--- src/rtl/ppu_vga_scaler.sv ---
// ppu_vga_scaler: VGA timing plus 1x/2x NES-frame mapping, border and scanline colour stage.
// Define PPU_VGA_SCALER_PAL_WR_EN to make the palette a writable 64x12 register file.
module ppu_vga_scaler #(
  parameter int COLOR_W    = 4,
  parameter int PIX_DIV    = 2,
  parameter int H_DISP     = 640,
  parameter int H_FP       = 16,
  parameter int H_SYNC     = 96,
  parameter int H_BP       = 48,
  parameter int V_DISP     = 480,
  parameter int V_FP       = 10,
  parameter int V_SYNC     = 2,
  parameter int V_BP       = 33,
  parameter int NES_W      = 256,
  parameter int NES_H      = 240,
  parameter int CROP_LINES = 8,
  parameter int VBL_SET_X  = 730,
  parameter int VBL_SET_Y  = 477,
  parameter int VBL_CLR_X  = 64,
  parameter int VBL_CLR_Y  = 519
) (
  input  logic                   clk_in,
  input  logic                   rst_n_in,
  input  logic                   scale_in,
  input  logic                   scanline_in,
  input  logic [3*COLOR_W-1:0]   border_rgb_in,
  input  logic [5:0]             sys_palette_idx_in,
`ifdef PPU_VGA_SCALER_PAL_WR_EN
  input  logic                   pal_wr_in,
  input  logic [5:0]             pal_addr_in,
  input  logic [11:0]            pal_data_in,
`endif
  output logic                   hsync_out,
  output logic                   vsync_out,
  output logic [COLOR_W-1:0]     r_out,
  output logic [COLOR_W-1:0]     g_out,
  output logic [COLOR_W-1:0]     b_out,
  output logic [9:0]             nes_x_out,
  output logic [9:0]             nes_y_out,
  output logic [9:0]             nes_y_next_out,
  output logic                   pix_pulse_out,
  output logic                   vblank_out
);
  localparam int H_TOT = H_DISP + H_FP + H_SYNC + H_BP;
  localparam int V_TOT = V_DISP + V_FP + V_SYNC + V_BP;
  localparam int DW    = PIX_DIV > 1 ? $clog2(PIX_DIV) : 1;
  localparam int CW    = 3 * COLOR_W;
  localparam logic [11:0] PAL_ROM [64] = '{
    12'h666, 12'h218, 12'h30A, 12'h509, 12'h707, 12'h804, 12'h800, 12'h610,
    12'h420, 12'h230, 12'h040, 12'h041, 12'h034, 12'h000, 12'h000, 12'h000,
    12'hAAA, 12'h14D, 12'h53F, 12'h82E, 12'hA2B, 12'hC26, 12'hC30, 12'hA50,
    12'h770, 12'h480, 12'h390, 12'h384, 12'h278, 12'h000, 12'h000, 12'h000,
    12'hFFF, 12'h5AF, 12'h89F, 12'hB6F, 12'hF6F, 12'hF7B, 12'hF85, 12'hEA4,
    12'hCC3, 12'h9D3, 12'h6E5, 12'h5E9, 12'h4DD, 12'h000, 12'h000, 12'h000,
    12'hFFF, 12'hBEF, 12'hCDF, 12'hDCF, 12'hFCF, 12'hFCD, 12'hFCB, 12'hFDA,
    12'hEE9, 12'hCE9, 12'hBFB, 12'hBFD, 12'hBEE, 12'h000, 12'h000, 12'h000
  };

  logic [DW-1:0] div_q, div_d;
  logic [9:0]    x_q, x_d, y_q, y_d;
  logic          hs_q, hs_d, vs_q, vs_d, vbl_q, vbl_d, sc_q, sc_d, sl_q, sl_d;
  logic [CW-1:0] brd_q, brd_d, rgb_q, rgb_d;
  logic          tick, x_wrap, y_wrap, frame, en, border, dim;
  logic [9:0]    x_nxt, y_nxt, nes_x_nxt;
  logic [11:0]   pal_rd;
  logic [CW-1:0] pix_rgb, dim_rgb;

  // Centre the scaled NES frame: offset is half the unused display span.
  function automatic logic [9:0] nes_map(input logic [9:0] p, input logic [9:0] disp,
                                         input logic [9:0] nes, input logic s);
    logic [9:0] off;
    off = (disp - (nes << s)) >> 1;
    return (p - off) >> s;
  endfunction

  function automatic logic [COLOR_W-1:0] ext(input logic [3:0] v);
    logic [COLOR_W-1:0] o;
    for (int i = 0; i < COLOR_W; i++) o[COLOR_W-1-i] = v[3-(i%4)];
    return o;
  endfunction

`ifdef PPU_VGA_SCALER_PAL_WR_EN
  logic [11:0] pal_q [64];
  logic [11:0] pal_d [64];
  always_comb begin
    pal_d = pal_q;
    if (pal_wr_in) pal_d[pal_addr_in] = pal_data_in;
  end
  always_ff @(posedge clk_in or negedge rst_n_in) begin
    if (!rst_n_in) pal_q <= PAL_ROM;
    else pal_q <= pal_d;
  end
  assign pal_rd = pal_q[sys_palette_idx_in];
`else
  assign pal_rd = PAL_ROM[sys_palette_idx_in];
`endif

  always_comb begin
    tick           = div_q == DW'(PIX_DIV - 1);
    x_wrap         = x_q == 10'(H_TOT - 1);
    y_wrap         = y_q == 10'(V_TOT - 1);
    frame          = tick && x_wrap && y_wrap;
    x_nxt          = x_wrap ? 10'd0 : x_q + 10'd1;
    y_nxt          = y_wrap ? 10'd0 : y_q + 10'd1;
    div_d          = tick ? '0 : div_q + DW'(1);
    x_d            = tick ? x_nxt : x_q;
    y_d            = tick && x_wrap ? y_nxt : y_q;
    en             = x_q < 10'(H_DISP) && y_q < 10'(V_DISP);
    nes_x_out      = nes_map(x_q, 10'(H_DISP), 10'(NES_W), sc_q);
    nes_x_nxt      = nes_map(x_nxt, 10'(H_DISP), 10'(NES_W), sc_q);
    nes_y_out      = nes_map(y_q, 10'(V_DISP), 10'(NES_H), sc_q);
    nes_y_next_out = nes_map(y_nxt, 10'(V_DISP), 10'(NES_H), sc_q);
    // Gated by reset so a PIX_DIV=1 build cannot pulse while held in reset.
    pix_pulse_out  = tick && rst_n_in && nes_x_nxt != nes_x_out;
    border         = nes_x_out >= 10'(NES_W) || nes_y_out < 10'(CROP_LINES) ||
                     nes_y_out >= 10'(NES_H - CROP_LINES);
    dim            = sc_q && sl_q && y_q[0];
    pix_rgb        = {ext(pal_rd[11:8]), ext(pal_rd[7:4]), ext(pal_rd[3:0])};
    dim_rgb        = {ext(pal_rd[11:8]) >> 1, ext(pal_rd[7:4]) >> 1, ext(pal_rd[3:0]) >> 1};
    rgb_d          = !tick ? rgb_q : !en ? '0 : border ? brd_q : dim ? dim_rgb : pix_rgb;
    hs_d           = tick ? !(x_q >= 10'(H_DISP + H_FP) && x_q < 10'(H_DISP + H_FP + H_SYNC)) : hs_q;
    vs_d           = tick ? !(y_q >= 10'(V_DISP + V_FP) && y_q < 10'(V_DISP + V_FP + V_SYNC)) : vs_q;
    vbl_d          = !tick ? vbl_q :
                     (x_q == 10'(VBL_SET_X) && y_q == 10'(VBL_SET_Y)) ? 1'b1 :
                     (x_q == 10'(VBL_CLR_X) && y_q == 10'(VBL_CLR_Y)) ? 1'b0 : vbl_q;
    sc_d           = frame ? scale_in : sc_q;
    sl_d           = frame ? scanline_in : sl_q;
    brd_d          = frame ? border_rgb_in : brd_q;
  end

  always_ff @(posedge clk_in or negedge rst_n_in) begin
    if (!rst_n_in) begin
      div_q <= '0;
      x_q   <= '0;
      y_q   <= '0;
      hs_q  <= 1'b1;
      vs_q  <= 1'b1;
      rgb_q <= '0;
      vbl_q <= 1'b0;
      sc_q  <= 1'b0;
      sl_q  <= 1'b0;
      brd_q <= '0;
    end else begin
      div_q <= div_d;
      x_q   <= x_d;
      y_q   <= y_d;
      hs_q  <= hs_d;
      vs_q  <= vs_d;
      rgb_q <= rgb_d;
      vbl_q <= vbl_d;
      sc_q  <= sc_d;
      sl_q  <= sl_d;
      brd_q <= brd_d;
    end
  end

  assign hsync_out  = hs_q;
  assign vsync_out  = vs_q;
  assign vblank_out = vbl_q;
  assign r_out      = rgb_q[CW-1 -: COLOR_W];
  assign g_out      = rgb_q[2*COLOR_W-1 -: COLOR_W];
  assign b_out      = rgb_q[COLOR_W-1:0];
endmodule

--- config.mk ---
export PLATFORM = sky130hd
export DESIGN_NAME = ppu_vga_scaler
export DESIGN_NICKNAME = d
export VERILOG_FILES = /design/src/rtl/ppu_vga_scaler.sv
export SDC_FILE = /design/constraint.sdc
export NUM_CORES = 1
export LEC_CHECK = 0
export ABC_AREA = 1
export CORE_ASPECT_RATIO = 1.25
export CORE_MARGIN = 4
export CORE_UTILIZATION = 30
export DETAILED_ROUTE_END_ITERATION = 16
export GPL_ROUTABILITY_DRIVEN = 0
export GPL_TIMING_DRIVEN = 1
export PLACE_DENSITY = 0.61
export SLEW_MARGIN = 20
export SYNTH_ARGS = -nofsm -noshare
export SYNTH_HDL_FRONTEND = slang
export SYNTH_SLANG_ARGS = --single-unit
--- constraint.sdc ---
create_clock -name clk_in -period 10.6 [get_ports clk_in]
set_clock_uncertainty 0.05 [all_clocks]
set_input_delay 3.18 -clock clk_in [delete_from_list [all_inputs] [get_ports clk_in]]
set_output_delay 3.18 -clock clk_in [all_outputs]
set_load 0.03 [all_outputs]
==> summary.md <==
| Metric | Value |
|---|---|
| Post CTS Setup Buffer Count | `0` |
| Number of flops mapped to enable cells by yosys | `0` |
| Final setup TNS | `0 ns` |
| Number of global-route vias before repair | `4836` |
| Ratio of total power to cell area | `69.55 mW/mm^2` |
| Number of DRC violations after detailed routing | `0` |
| Cell accounting for the most synthesized area | `sky130_fd_sc_hd__dfrtp_1` |
| Slew Limit Headroom | `0.4483` |
| Filler cells | `1806` |
| Top Ports | `68` |
| Setup repair after global routing missed its margin | `false` |
| H-tree Lvls | `2` |
| Category of the worst setup path launch point | `input pin` |
| Area of the die | `0.01925 sq mm` |
| Warnings from Yosys | `0` |
| Chip width | `approximately 120 microns` |
| Initial cell density of the core | `0.3054` |
| Endpoint required time on the critical path | `~7.4 ns` |
| Internal power component | `0.0002997 W` |
| Cell chain of the critical path | `buf_2, buf_4, nand2_1, nor2_1, clkdlybuf4s50_1` |
| Commonest register cell after synthesis | `sky130_fd_sc_hd__dfrtp_1` |
| Synthesis-to-finish area growth | `17.00%` |
| Proportion of synthesized chip area in sequential cells | `0.2447` |
| Total track usage | `0.1468` |
| Routed length per instance | `13.88 microns` |
| Number of iterations in the first detailed-routing pass | `5` |
| Reported net switching power | `0.0001172 W` |
| Mapped Area | `0.005124 sq mm` |
| Share of total power in the clock network | `0.414` |
| Max-cap violation count | `0` |
| TritonCTS Buffers | `5` |
| Classification of the worst setup path | `in2out` |
| Final nets | `857` |
| Buffer depth of the longest clock path | `2` |
| Worst Tran Pin Value | `0.8250 ns` |
| Non-filler instance count after layout | `roughly 1000` |
| Net count after synthesis | `817` |
| Number of hold buffers added after cts | `0` |
| Worst setup path startpoint | `rst_n_in` |
| Worst vdd ir | `between 50 and 60 uV` |
| Synthesized flop and latch total | `50` |
| Die height | `154.1 microns` |
| Fraction of power consumed by sequential logic | `0.457` |
| Remaining Overflow, GRT | `0` |
| Logic gate share of total power | `0.128` |
| CTS Sinks | `50` |
| Row Count | `53` |
| Total count of max-transition violations in the final report | `0` |
| Antenna violations before repair | `0` |
| Status | `completed` |
| Count of final hold-check violations | `0` |
| Final setup violating endpoints | `0` |
| Cells taking the most area after synthesis | `sky130_fd_sc_hd__dfrtp_1, sky130_fd_sc_hd__nand2_1, sky130_fd_sc_hd__nand3_1` |
| Master of the slowest instance on the critical path | `sky130_fd_sc_hd__clkdlybuf4s50_1` |
| Part of the cycle the worst path needs | `0.7511` |
| Crit path max fanout | `51` |
| First-pass GRT wire length | `23.79 mm` |
| Quantity of gates resized following cts | `0` |
| Commonest cells after routing, fill and taps aside | `sky130_fd_sc_hd__nand2_1, sky130_fd_sc_hd__nand3_1, sky130_fd_sc_hd__inv_1, sky130_fd_sc_hd__o21ai_0, sky130_fd_sc_hd__clkdlybuf4s50_1` |
| Share of the synthesized area in the top cell type | `0.2344` |
| Setup slack of the most critical reg-to-reg path | `6.94 ns` |
| Root buffer cell | `sky130_fd_sc_hd__clkbuf_16` |
| Worst-skew pair later-pin latency | `0.30 ns` |
| Clock tree from TritonCTS | `built` |
| Placeable Area | `around 0.017 sq mm` |
| Data arrival, critical path | `~4.7 ns` |
| Reg-to-Reg Start | `sc_q$_DFFE_PN0P_` |
| Maximum number of pins on one net before global-route repair | `between 50 and 60` |
| Dpl cells | `1024` |
| Multi-input combinational cell area | `between 0.003 and 0.004 sq mm` |
| Via density | `4.897` |
| Clock input transition at the sequential cells of the worst setup and hold paths | `around 0.08 ns` |
| Worst path top cell family by delay | `buffers and inverters` |
| Share of cells above drive strength 1 | `0.1096` |
| Number of port buffers | `67` |
| Class of the tightest hold or removal check | `reg2reg` |
| Post-Route WL | `between 10 and 15 mm` |
| CP Buf/Inv Count | `3` |
| Number of cells produced by synthesis | `771` |
| Hold Path Origin | `rgb_q[7]$_DFFE_PN0P_` |
| Vias after detailed routing | `around 5000` |
| Share of flip-flops with an asynchronous set or reset after synthesis | `1.000` |
| Shortest clock period the worst path allows after layout | `7.962 ns` |
| FMAX | `125.6 MHz` |
| Sequential cell area | `0.001254 sq mm` |
| First-iteration detailed-routing DRC count | `302` |
| Switching fraction of total power | `0.2811` |
| Post-detailed-route count of antenna-violating nets | `0` |
| Half-perimeter wire length after detailed placement | `11.03 mm` |
| Most common cell after layout, fill and taps aside | `sky130_fd_sc_hd__nand2_1` |
| Count of antenna diodes in the layout | `0` |
| Biggest cell delay along the critical path | `approximately 0.67 ns` |
| Number of distinct library cells after synthesis | `47` |
| Mean cell area of the mapped netlist | `around 6.6 sq um` |
| Setup crit end kind | `output pin` |
| Leakage power | `2.870 nW` |
## cell usage after synthesis, types with 3 or more instances
| master | instances |
|---|---|
| sky130_fd_sc_hd__dfrtp_1 | 48 |
| sky130_fd_sc_hd__buf_2 | 9 |
| sky130_fd_sc_hd__inv_2 | 10 |
| sky130_fd_sc_hd__xor2_1 | 7 |
| sky130_fd_sc_hd__nand4_1 | 22 |
| sky130_fd_sc_hd__o21ai_0 | 68 |
| sky130_fd_sc_hd__a21oi_1 | 14 |
| sky130_fd_sc_hd__o211ai_1 | 6 |
| sky130_fd_sc_hd__nor2_4 | 4 |
| sky130_fd_sc_hd__clkbuf_1 | 10 |
| sky130_fd_sc_hd__o21ai_1 | 8 |
| sky130_fd_sc_hd__nand3_1 | 84 |
| sky130_fd_sc_hd__nor2_2 | 3 |
| sky130_fd_sc_hd__nor4_1 | 5 |
| sky130_fd_sc_hd__o31ai_1 | 3 |
| sky130_fd_sc_hd__nand2_4 | 15 |
| sky130_fd_sc_hd__buf_6 | 8 |
| sky130_fd_sc_hd__nand3_2 | 20 |
| sky130_fd_sc_hd__buf_4 | 6 |
| sky130_fd_sc_hd__nor2_1 | 32 |
| sky130_fd_sc_hd__xnor2_1 | 3 |
| sky130_fd_sc_hd__ha_1 | 24 |
| sky130_fd_sc_hd__nand2_2 | 11 |
| sky130_fd_sc_hd__nand2_1 | 243 |
| sky130_fd_sc_hd__inv_1 | 78 |
## tightest hold or removal path, stage by stage, from the launching register on
cell	delay [ns]
sky130_fd_sc_hd__dfrtp_1	0.35
sky130_fd_sc_hd__nand2_1	0.05
sky130_fd_sc_hd__nand2_1	0.06
## power by group through the flow
stage	sequential (W)	clock [W]	combinational (W)
floorplan	0.000194	0	0.0000315
global placement	0.000194	0	0.0000536
detailed placement	0.000194	0	0.0000532
CTS	0.000191	0.000175	0.0000533
global route	0.000191	0.000181	0.0000607
finish	0.000191	0.000173	0.0000535
## cell type report
cell class	count	area share
timing repair buffer	69	0.1135
tap	220	0.04592
multi-input combinational	596	0.5500
inverter	89	0.05594
sequential	50	0.2091
clock buffer	5	0.02087
clock inverter	3	0.004592
## worst paths after layout
check / endpoint / depth (start not counted)
setup / recovery: pix_pulse_out / 5
max in group asynchronous: brd_q[8]$_DFFE_PN0P_ / 2
hold / removal: rgb_q[7]$_DFFE_PN0P_ / 2
setup reg to reg: rgb_q[1]$_DFFE_PN0P_ / 14
hold reg to reg: rgb_q[7]$_DFFE_PN0P_ / 2
min in group asynchronous: y_q[8]$_DFFE_PN0P_ / 2
## logic make-up after synthesis
logic type | after synthesis | share of synthesized area
AND/OR/NAND/NOR | 454 | 0.4476
buffers and inverters | 125 | 0.1140
AO/OA/AOI/OAI | 105 | 0.1096
flip-flops | 50 | 0.2447
adder cells (fa/ha/maj) | 24 | 0.05861
XOR/XNOR | 12 | 0.02345
multiplexers | 1 | 0.001954
## layer usage
layer	global-route usage	part of all wire	wire length (microns)
met5	0	0	0
met4	0.03461	0.015	215
met1	0.1873	0.44	6373
met3	0.01807	0.045	641
met2	0.2642	0.50	7092
## through the flow
stage	worst slack, ns	instance area, sq um	util	power, W	hold WS [ns]
final	2.638	5995	0.3573	0.0004169	0.4373
after global routing	2.452	5995	0.3573	0.0004328	0.4639
after CTS	2.586	5988	0.3569	0.0004192	0.4440
after detailed placement	2.583	5836	0.3478	0.0002476	0.4233
after global placement	2.562	5836	0.3478	0.0002479	0.4158
after floorplan	3.724	5124	-	0.0002259	0.4543
## flip-flops by register name, indices dropped and copies added (netlist names)
register    flops
hsync_out       1
div_q           1
rgb_q          12
sc_q            1
brd_q          12
vsync_out       1
sl_q            1
vblank_out      1
y_q            10
x_q            10
(Power assumes the default switching activity.)
